===== src/rtl/pipe_latch_pkg.sv =====
// Shared types for the pipe_latch skid buffer.
// Latency: n/a (types only).
// Backpressure: n/a (types only).
package pipe_latch_pkg;

  // Occupancy of the two-entry latch: nothing held, main only, main plus skid.
  typedef enum logic [1:0] {
    ST_EMPTY = 2'd0,
    ST_ONE   = 2'd1,
    ST_FULL  = 2'd2
  } latch_state_e;

endpackage


===== src/rtl/pipe_latch_sat_counter.sv =====
// Saturating up-counter; sticks at all-ones until reset.
// Latency: count visible the cycle after inc_i is sampled high.
// Backpressure: none, free-running on inc_i.
//
// Ports:
//   clk    - rising-edge clock
//   reset  - asynchronous active-high reset, clears the count
//   inc_i  - add one this cycle unless already saturated
//   cnt_o  - current count
module sat_counter #(
  parameter int W = 16
) (
  input  logic         clk,
  input  logic         reset,
  input  logic         inc_i,
  output logic [W-1:0] cnt_o
);

  logic [W-1:0] cnt_q;
  logic [W-1:0] cnt_d;

  always_comb begin
    cnt_d = cnt_q;
    if (inc_i && (cnt_q != '1)) begin
      cnt_d = cnt_q + 1'b1;
    end
  end

  always_ff @(posedge clk or posedge reset) begin
    if (reset) begin
      cnt_q <= '0;
    end else begin
      cnt_q <= cnt_d;
    end
  end

  assign cnt_o = cnt_q;

endmodule


===== src/rtl/pipe_latch.sv =====
// Two-entry skid latch between pipeline stages (main register + one overflow slot).
// Latency: one cycle from accept to out_valid when empty; strict FIFO order.
// Backpressure: in_ready drops only when both slots are held, decoded from state.
//
// Ports:
//   clk, reset            - clock, asynchronous active-high reset
//   flush                 - drop held and incoming entries (highest priority)
//   in_valid/in_ready     - upstream handshake, in_data/in_ctrl payload
//   out_valid/out_ready   - downstream handshake, out_data/out_ctrl registered payload
//   bubble_cnt            - saturating count of cycles downstream was ready but starved
module pipe_latch
  import pipe_latch_pkg::*;
#(
  parameter int                DATA_W   = 32,
  parameter int                CTRL_W   = 16,
  parameter logic [CTRL_W-1:0] CTRL_NOP = '0,
  parameter int                CNT_W    = 16
) (
  input  logic              clk,
  input  logic              reset,
  input  logic              flush,
  input  logic              in_valid,
  output logic              in_ready,
  input  logic [DATA_W-1:0] in_data,
  input  logic [CTRL_W-1:0] in_ctrl,
  output logic              out_valid,
  input  logic              out_ready,
  output logic [DATA_W-1:0] out_data,
  output logic [CTRL_W-1:0] out_ctrl,
  output logic [CNT_W-1:0]  bubble_cnt
);

  latch_state_e      state_q;
  logic [DATA_W-1:0] main_data_q;
  logic [CTRL_W-1:0] main_ctrl_q;
  logic [DATA_W-1:0] skid_data_q;
  logic [CTRL_W-1:0] skid_ctrl_q;

  logic accept;
  logic consume;

  // Handshake flags come purely from registered state, so no input reaches
  // in_ready or out_valid combinationally.
  assign in_ready  = (state_q != ST_FULL);
  assign out_valid = (state_q != ST_EMPTY);
  assign accept    = in_valid & in_ready;
  assign consume   = out_valid & out_ready;

  always_ff @(posedge clk or posedge reset) begin
    if (reset) begin
      state_q     <= ST_EMPTY;
      main_data_q <= '0;
      main_ctrl_q <= CTRL_NOP;
      skid_data_q <= '0;
      skid_ctrl_q <= CTRL_NOP;
    end else if (flush) begin
      // A consume this cycle still completes downstream; anything accepted is lost.
      state_q     <= ST_EMPTY;
      main_data_q <= '0;
      main_ctrl_q <= CTRL_NOP;
      skid_data_q <= '0;
      skid_ctrl_q <= CTRL_NOP;
    end else begin
      case (state_q)
        ST_EMPTY: begin
          if (accept) begin
            main_data_q <= in_data;
            main_ctrl_q <= in_ctrl;
            state_q     <= ST_ONE;
          end
        end
        ST_ONE: begin
          if (consume && accept) begin
            main_data_q <= in_data;
            main_ctrl_q <= in_ctrl;
          end else if (consume) begin
            // Main is cleared so an idle latch presents a harmless NOP.
            main_data_q <= '0;
            main_ctrl_q <= CTRL_NOP;
            state_q     <= ST_EMPTY;
          end else if (accept) begin
            skid_data_q <= in_data;
            skid_ctrl_q <= in_ctrl;
            state_q     <= ST_FULL;
          end
        end
        ST_FULL: begin
          if (consume) begin
            main_data_q <= skid_data_q;
            main_ctrl_q <= skid_ctrl_q;
            skid_data_q <= '0;
            skid_ctrl_q <= CTRL_NOP;
            state_q     <= ST_ONE;
          end
        end
        default: begin
          state_q     <= ST_EMPTY;
          main_data_q <= '0;
          main_ctrl_q <= CTRL_NOP;
          skid_data_q <= '0;
          skid_ctrl_q <= CTRL_NOP;
        end
      endcase
    end
  end

  assign out_data = main_data_q;
  assign out_ctrl = main_ctrl_q;

  // Counts starved-but-ready cycles; flush deliberately does not touch it.
  sat_counter #(
    .W(CNT_W)
  ) u_bubble_cnt (
    .clk   (clk),
    .reset (reset),
    .inc_i (~out_valid & out_ready),
    .cnt_o (bubble_cnt)
  );

endmodule


===== config.mk =====
export PLATFORM = sky130hd
export DESIGN_NAME = pipe_latch
export DESIGN_NICKNAME = d
export VERILOG_FILES = /design/src/rtl/pipe_latch_pkg.sv /design/src/rtl/pipe_latch_sat_counter.sv /design/src/rtl/pipe_latch.sv
export SDC_FILE = /design/constraint.sdc
export NUM_CORES = 1
export LEC_CHECK = 0
export ABC_AREA = 1
export CORE_UTILIZATION = 40
export DETAILED_ROUTE_END_ITERATION = 6
export GPL_TIMING_DRIVEN = 0
export PLACE_DENSITY = 0.71
export SYNTH_ARGS = -nofsm -noshare
export SYNTH_HDL_FRONTEND = slang
export SYNTH_SLANG_ARGS = --single-unit
export TNS_END_PERCENT = 5

===== constraint.sdc =====
create_clock -name clk -period 7.5 [get_ports clk]
set_input_delay 1.125 -clock clk [delete_from_list [all_inputs] [get_ports clk]]
set_output_delay 1.125 -clock clk [all_outputs]
set_load 0.02 [all_outputs]

==> results.txt, run 1 <==
Run status = finished, final reports clean
CP arrival = 2.18 ns
CTS Buffer Depth = 2
Clock Latency Late Sink = 0.41 ns
CTS Buf Count = 17
Residual DRC = 0
Placed Area = 6870 sq um
First-pass GRT wire length = 22800 um
Routed vias = 5051
Final WS setup = 4.20 ns
Pwr Density = 293 nW/um^2
Die footprint = 14100 sq um
Post-layout minimum cycle time = 3.30 ns
Die X = 119 um
Leakage = 3.62 nW
Global route overflow = 0
Commonest non-fill, non-tap cell in the layout = nand2_1
Library cells used by synthesis = 21
RSZ-0062 raised after global routing = false
Initial Utilization = 41.1%
DR iter-0 viols = 382
Post-layout util = 56.6%
Pre-CTS WS = 4.63 ns
Post-route antenna net violation count = 0
Core area = 13200 sq um
Fin area = 7500 sq um
Final Skew = 0.0106 ns
Hold WS = 0.475 ns
Cts hold-fix bufs = 0
Headroom to the max-slew limit = 63.5%
CP Launch Type = register
Total global-route track usage = 20.5%
Register-to-Register Path Depth = 11
Dpl cells = 1024
Final hold vios = 0
Yosys warns = 0
Crit Path Class = reg -> out
Vias in the first global route = 4584
Final wirelength = 13600 um
TritonCTS clock tree = yes
Maximum number of pins on one net before global-route repair = 96
Most frequent cells in the layout = nand2_1, clkdlybuf4s50_1, dfrtp_1, o21ai_0, inv_1
Clk sinks = 114
Wire per inst = 12.9 um
# IOs = 119
# setup viols final = 0
Sequential fraction of the synthesis area = 52.4%
Syn Inst Count = 729
Initial antenna violation count = 0
Clock Pin Slew Worst Setup and Hold Paths = 0.05 ns
Number of detailed-route iterations in the first pass = 5
CTS root buffer = clkbuf_16
Fin nets = 921
Total power = 2.19 mW
GP Congestion = 0.844
Cell Area, Synth = 5440 sq um
Post-Route Setup TNS = 0 ns
Fillcell total = 1231
Worst EP required = 6.38 ns
Pins Over Slew Limit = 0
# rows = 42
H-tree depth = 4
Max-Cap Viols = 0
I/O Buffers = 118
Dpl hpwl = 9270 um
Fin cells = 1055
Syn Area/Cell = 7.46 sq um
Setup Fix Bufs, Post-CTS = 0
Synthesized Nets = 783
Area occupied by registers = 2850 sq um
# diodes = 0
Post-CTS resize count = 0
Layout cells sized above 1 = 7.28%
Maximum vdd drop = 0.124 mV
Area Overhead vs Synth = 37.9%
Die height = 119 um
Routed vias/inst = 4.79
Post-synthesis register bit count = 114
Area of the multi-input gates = 2240 sq um
Worst-path maximum fanout = 10
Max Freq = 303 MHz
Tightest Pin Transition = 0.547 ns
Worst Hold Class = reg -> reg
Hold Crit Depth = 2
Worst setup EP type = primary output
Fin crit share = 44.0%
## per-layer routing
layer / part of all wire, % / GRT usage (%) / vias to the layer above
met5: 0 / 0 / -
met4: 1.4 / 7.67 / 0
met3: 5.3 / 4.20 / 14
met2: 45 / 30.7 / 150
met1: 48 / 29.3 / 2350
li1: - / - / 2537
## final cells by class
| type | instances | area share [%] |
|---|---|---|
| clock inverters | 9 | 2.05 |
| repair buffers | 119 | 16.1 |
| clock buffers | 22 | 6.32 |
| plain buffers | 35 | 2.42 |
| well taps | 176 | 2.94 |
| multi-input cells | 537 | 29.9 |
| inverters | 43 | 2.22 |
| flip-flops and latches | 114 | 38.0 |
## cells by family (layout without fill, tap and decap cells)
family	after synthesis	count (layout)	share of synthesized area [%]
AOI/OAI and AO/OA	76	76	7.06
xor gates and xnor gates	7	7	1.13
adders and majority gates	1	1	0.230
buffers and inverters	78	228	6.30
DFF	114	114	52.5
and+or+nand+nor	453	453	32.8
## sequential cells by signal, summed over array words and instances (netlist names)
name and cells:
out_data 32, skid_data_q 32, out_ctrl 16, skid_ctrl_q 16, u_bubble_cnt.cnt_o 16, state_q 2
## power breakdown
part / internal, mW / leakage, nW / switching (mW) / total (mW)
logic: 0.234 / 1.79 / 0.329 / 0.563
registers: 0.711 / 1.53 / 0.0647 / 0.775
clock network: 0.580 / 0.302 / 0.277 / 0.857
## Yosys cell counts
library cell  count  share of area [%]
nand2_1         384                 27
dfrtp_1         114                 52
o21ai_0          71                6.5
inv_1            36                2.5
nand3_1          33                3.0
nor2_1           23                1.6
clkbuf_1         14               0.97
buf_2            13                1.2
xnor2_1           7                1.1
inv_2             6               0.41
nand4_1           6               0.69
o21ai_1           4               0.37
buf_4             3               0.41
buf_6             3               0.62
nand2_2           3               0.35
nand3_2           3               0.55
buf_1             2               0.14
a21oi_2           1               0.16
clkinv_1          1              0.069
ha_1              1               0.23
nor2_2            1               0.12
## path summary, 6_finish.rpt
path | start | slack (ns) | to
max | state_q[0] | 4.20 | in_ready
min | out_ctrl[11] | 0.48 | out_ctrl[11]
max reg2reg | u_bubble_cnt.cnt_o[0] | 5.71 | u_bubble_cnt.cnt_o[8]
min reg2reg | out_ctrl[11] | 0.48 | out_ctrl[11]
max in group asynchronous | reset | 5.73 | skid_data_q[10]
min in group asynchronous | reset | 1.03 | u_bubble_cnt.cnt_o[9]
## worst max-delay path, cell delays in order, from the launching register on
cell	delay [ns]
dfrtp_1	0.43
inv_2	0.09
nand2_1	0.20
clkbuf_1	0.37
clkdlybuf4s50_1	0.68
Power figures use the tool's default switching activity.
==> run 2, diff against run 1 <==
- clock period: 7.5 -> 3.1 ns (I/O delays scaled with it)
==> run 2 against run 1 <==
Sequential cell count stayed put; highest routed layer unchanged; sequential share of layout area hardly changed; worst hold slack worse by 0.054 ns; critical endpoint unchanged; global-route usage hardly changed; clock-buffer cell count is 1 higher; total power is 140% higher; cell count is 0.28% higher.
==> results.txt, run 2 (synthesized netlist as in run 1, its figures left out) <==
Routed vias/inst = 4.65
CTS Buffer Depth = 2
Clock Pin Slew Worst Setup and Hold Paths = 0.05 ns
Commonest non-fill, non-tap cell in the layout = nand2_1
Max Freq = 371 MHz
CTS root buffer = clkbuf_16
Final WS setup = 0.407 ns
Residual DRC = 0
Crit-path leading delay family = buffers and inverters
Slowest stage delay, CP = 0.70 ns
Post-Route Setup TNS = 0 ns
R2r startpoint = u_bubble_cnt.cnt_o[0]
Pre-CTS WS = 0.861 ns
Max-Cap Viols = 0
Final wirelength = 13500 um
First-pass GRT wire length = 22500 um
Layout cells sized above 1 = 7.60%
Clock Latency Late Sink = 0.41 ns
TritonCTS clock tree = yes
Final Skew = 0.00927 ns
Initial antenna violation count = 0
I/O Buffers = 118
# IOs = 119
R2R Setup Slk = 1.27 ns
Worst EP required = 2.63 ns
Final hold vios = 0
Die X = 119 um
Run status = finished, final reports clean
Headroom to the max-slew limit = 67.2%
# diodes = 0
Total global-route track usage = 20.5%
Tightest Pin Transition = 0.492 ns
CTS Buf Count = 17
Initial Utilization = 41.1%
Wire per inst = 12.7 um
Leakage = 3.62 nW
Most frequent cells in the layout = nand2_1, clkdlybuf4s50_1, dfrtp_1, o21ai_0, inv_1
Register-to-Register Path Depth = 11
R2r endpoint = u_bubble_cnt.cnt_o[11]
Dpl hpwl = 9560 um
Fin crit share = 86.9%
RSZ-0062 raised after global routing = false
Dpl cells = 1026
Clk sinks = 114
Routed vias = 4923
Post-layout util = 56.7%
Worst-path maximum fanout = 10
Post-layout minimum cycle time = 2.69 ns
Fin nets = 923
Post-CTS resize count = 0
H-tree depth = 4
Pwr Density = 689 nW/um^2
Fin area = 7500 sq um
GP Congestion = 0.849
Post-route antenna net violation count = 0
Number of detailed-route iterations in the first pass = 5
Area Overhead vs Synth = 38.0%
CP Launch Type = register
Die footprint = 14100 sq um
Worst Hold Class = in -> async
CP arrival = 2.23 ns
Crit Path Class = reg -> out
# setup viols final = 0
Vias in the first global route = 4493
# rows = 42
Cts hold-fix bufs = 0
Crit-path cells = inv_2, nand2_1, clkbuf_1, clkdlybuf4s50_1
Die height = 119 um
Maximum number of pins on one net before global-route repair = 41
Placed Area = 6910 sq um
Global route overflow = 0
CP bufs+invs = 3
Pins Over Slew Limit = 0
Total power = 5.17 mW
Setup Fix Bufs, Post-CTS = 0
Maximum vdd drop = 0.320 mV
DR iter-0 viols = 331
Hold WS = 0.422 ns
Slowest CP cell = clkdlybuf4s50_1
Worst setup EP type = primary output
Core area = 13200 sq um
Fin cells = 1058
## run 2: cell types whose count changed in the layout (fill, tap and decap cells not counted), sizes merged
| cell | before | now |
|---|---|---|
| buf | 22 | 24 |
| bufinv | 4 | 2 |
| clkbuf | 36 | 37 |
| clkinv | 4 | 6 |
| clkinvlp | 2 | 3 |
| inv | 42 | 41 |
## run 2: worst max-delay path by stage
stage,from,to,slack [ns],cells past startpoint
global placement,reset,out_ctrl[5],0.09,2
finish,state_q[0],in_ready,0.41,4
detailed placement,flush,skid_data_q[9],0.86,8
CTS,state_q[0],in_ready,0.42,4
global route,state_q[0],in_ready,0.30,4
floorplan,reset,out_ctrl[0],1.25,1
## run 2: power by group
| part | leakage [nW] | internal (mW) | total [mW] | switching, mW |
|---|---|---|---|---|
| clock | 0.289 | 1.26 | 1.93 | 0.671 |
| sequential | 1.53 | 1.72 | 1.88 | 0.156 |
| combinational | 1.80 | 0.571 | 1.36 | 0.789 |
## run 2: layout make-up
cell class	count	area [sq um]
Multi-Input combinational cell	537	2240
Clock buffer	23	488
Fill cell	1249	5740
Sequential cell	114	2850
Timing Repair Buffer	121	1250
Clock inverter	9	104
Inverter	43	165
Buffer	35	181
Tap cell	176	220
## run 2: per-layer routing
| metal | GRT usage, % | up-vias | routed length (um) |
|---|---|---|---|
| met5 | 0 | - | 0 |
| met2 | 30.0 | 126 | 6060 |
| met3 | 4.78 | 16 | 676 |
| li1 | - | 2552 | - |
| met4 | 8.23 | 0 | 204 |
| met1 | 29.2 | 2229 | 6520 |
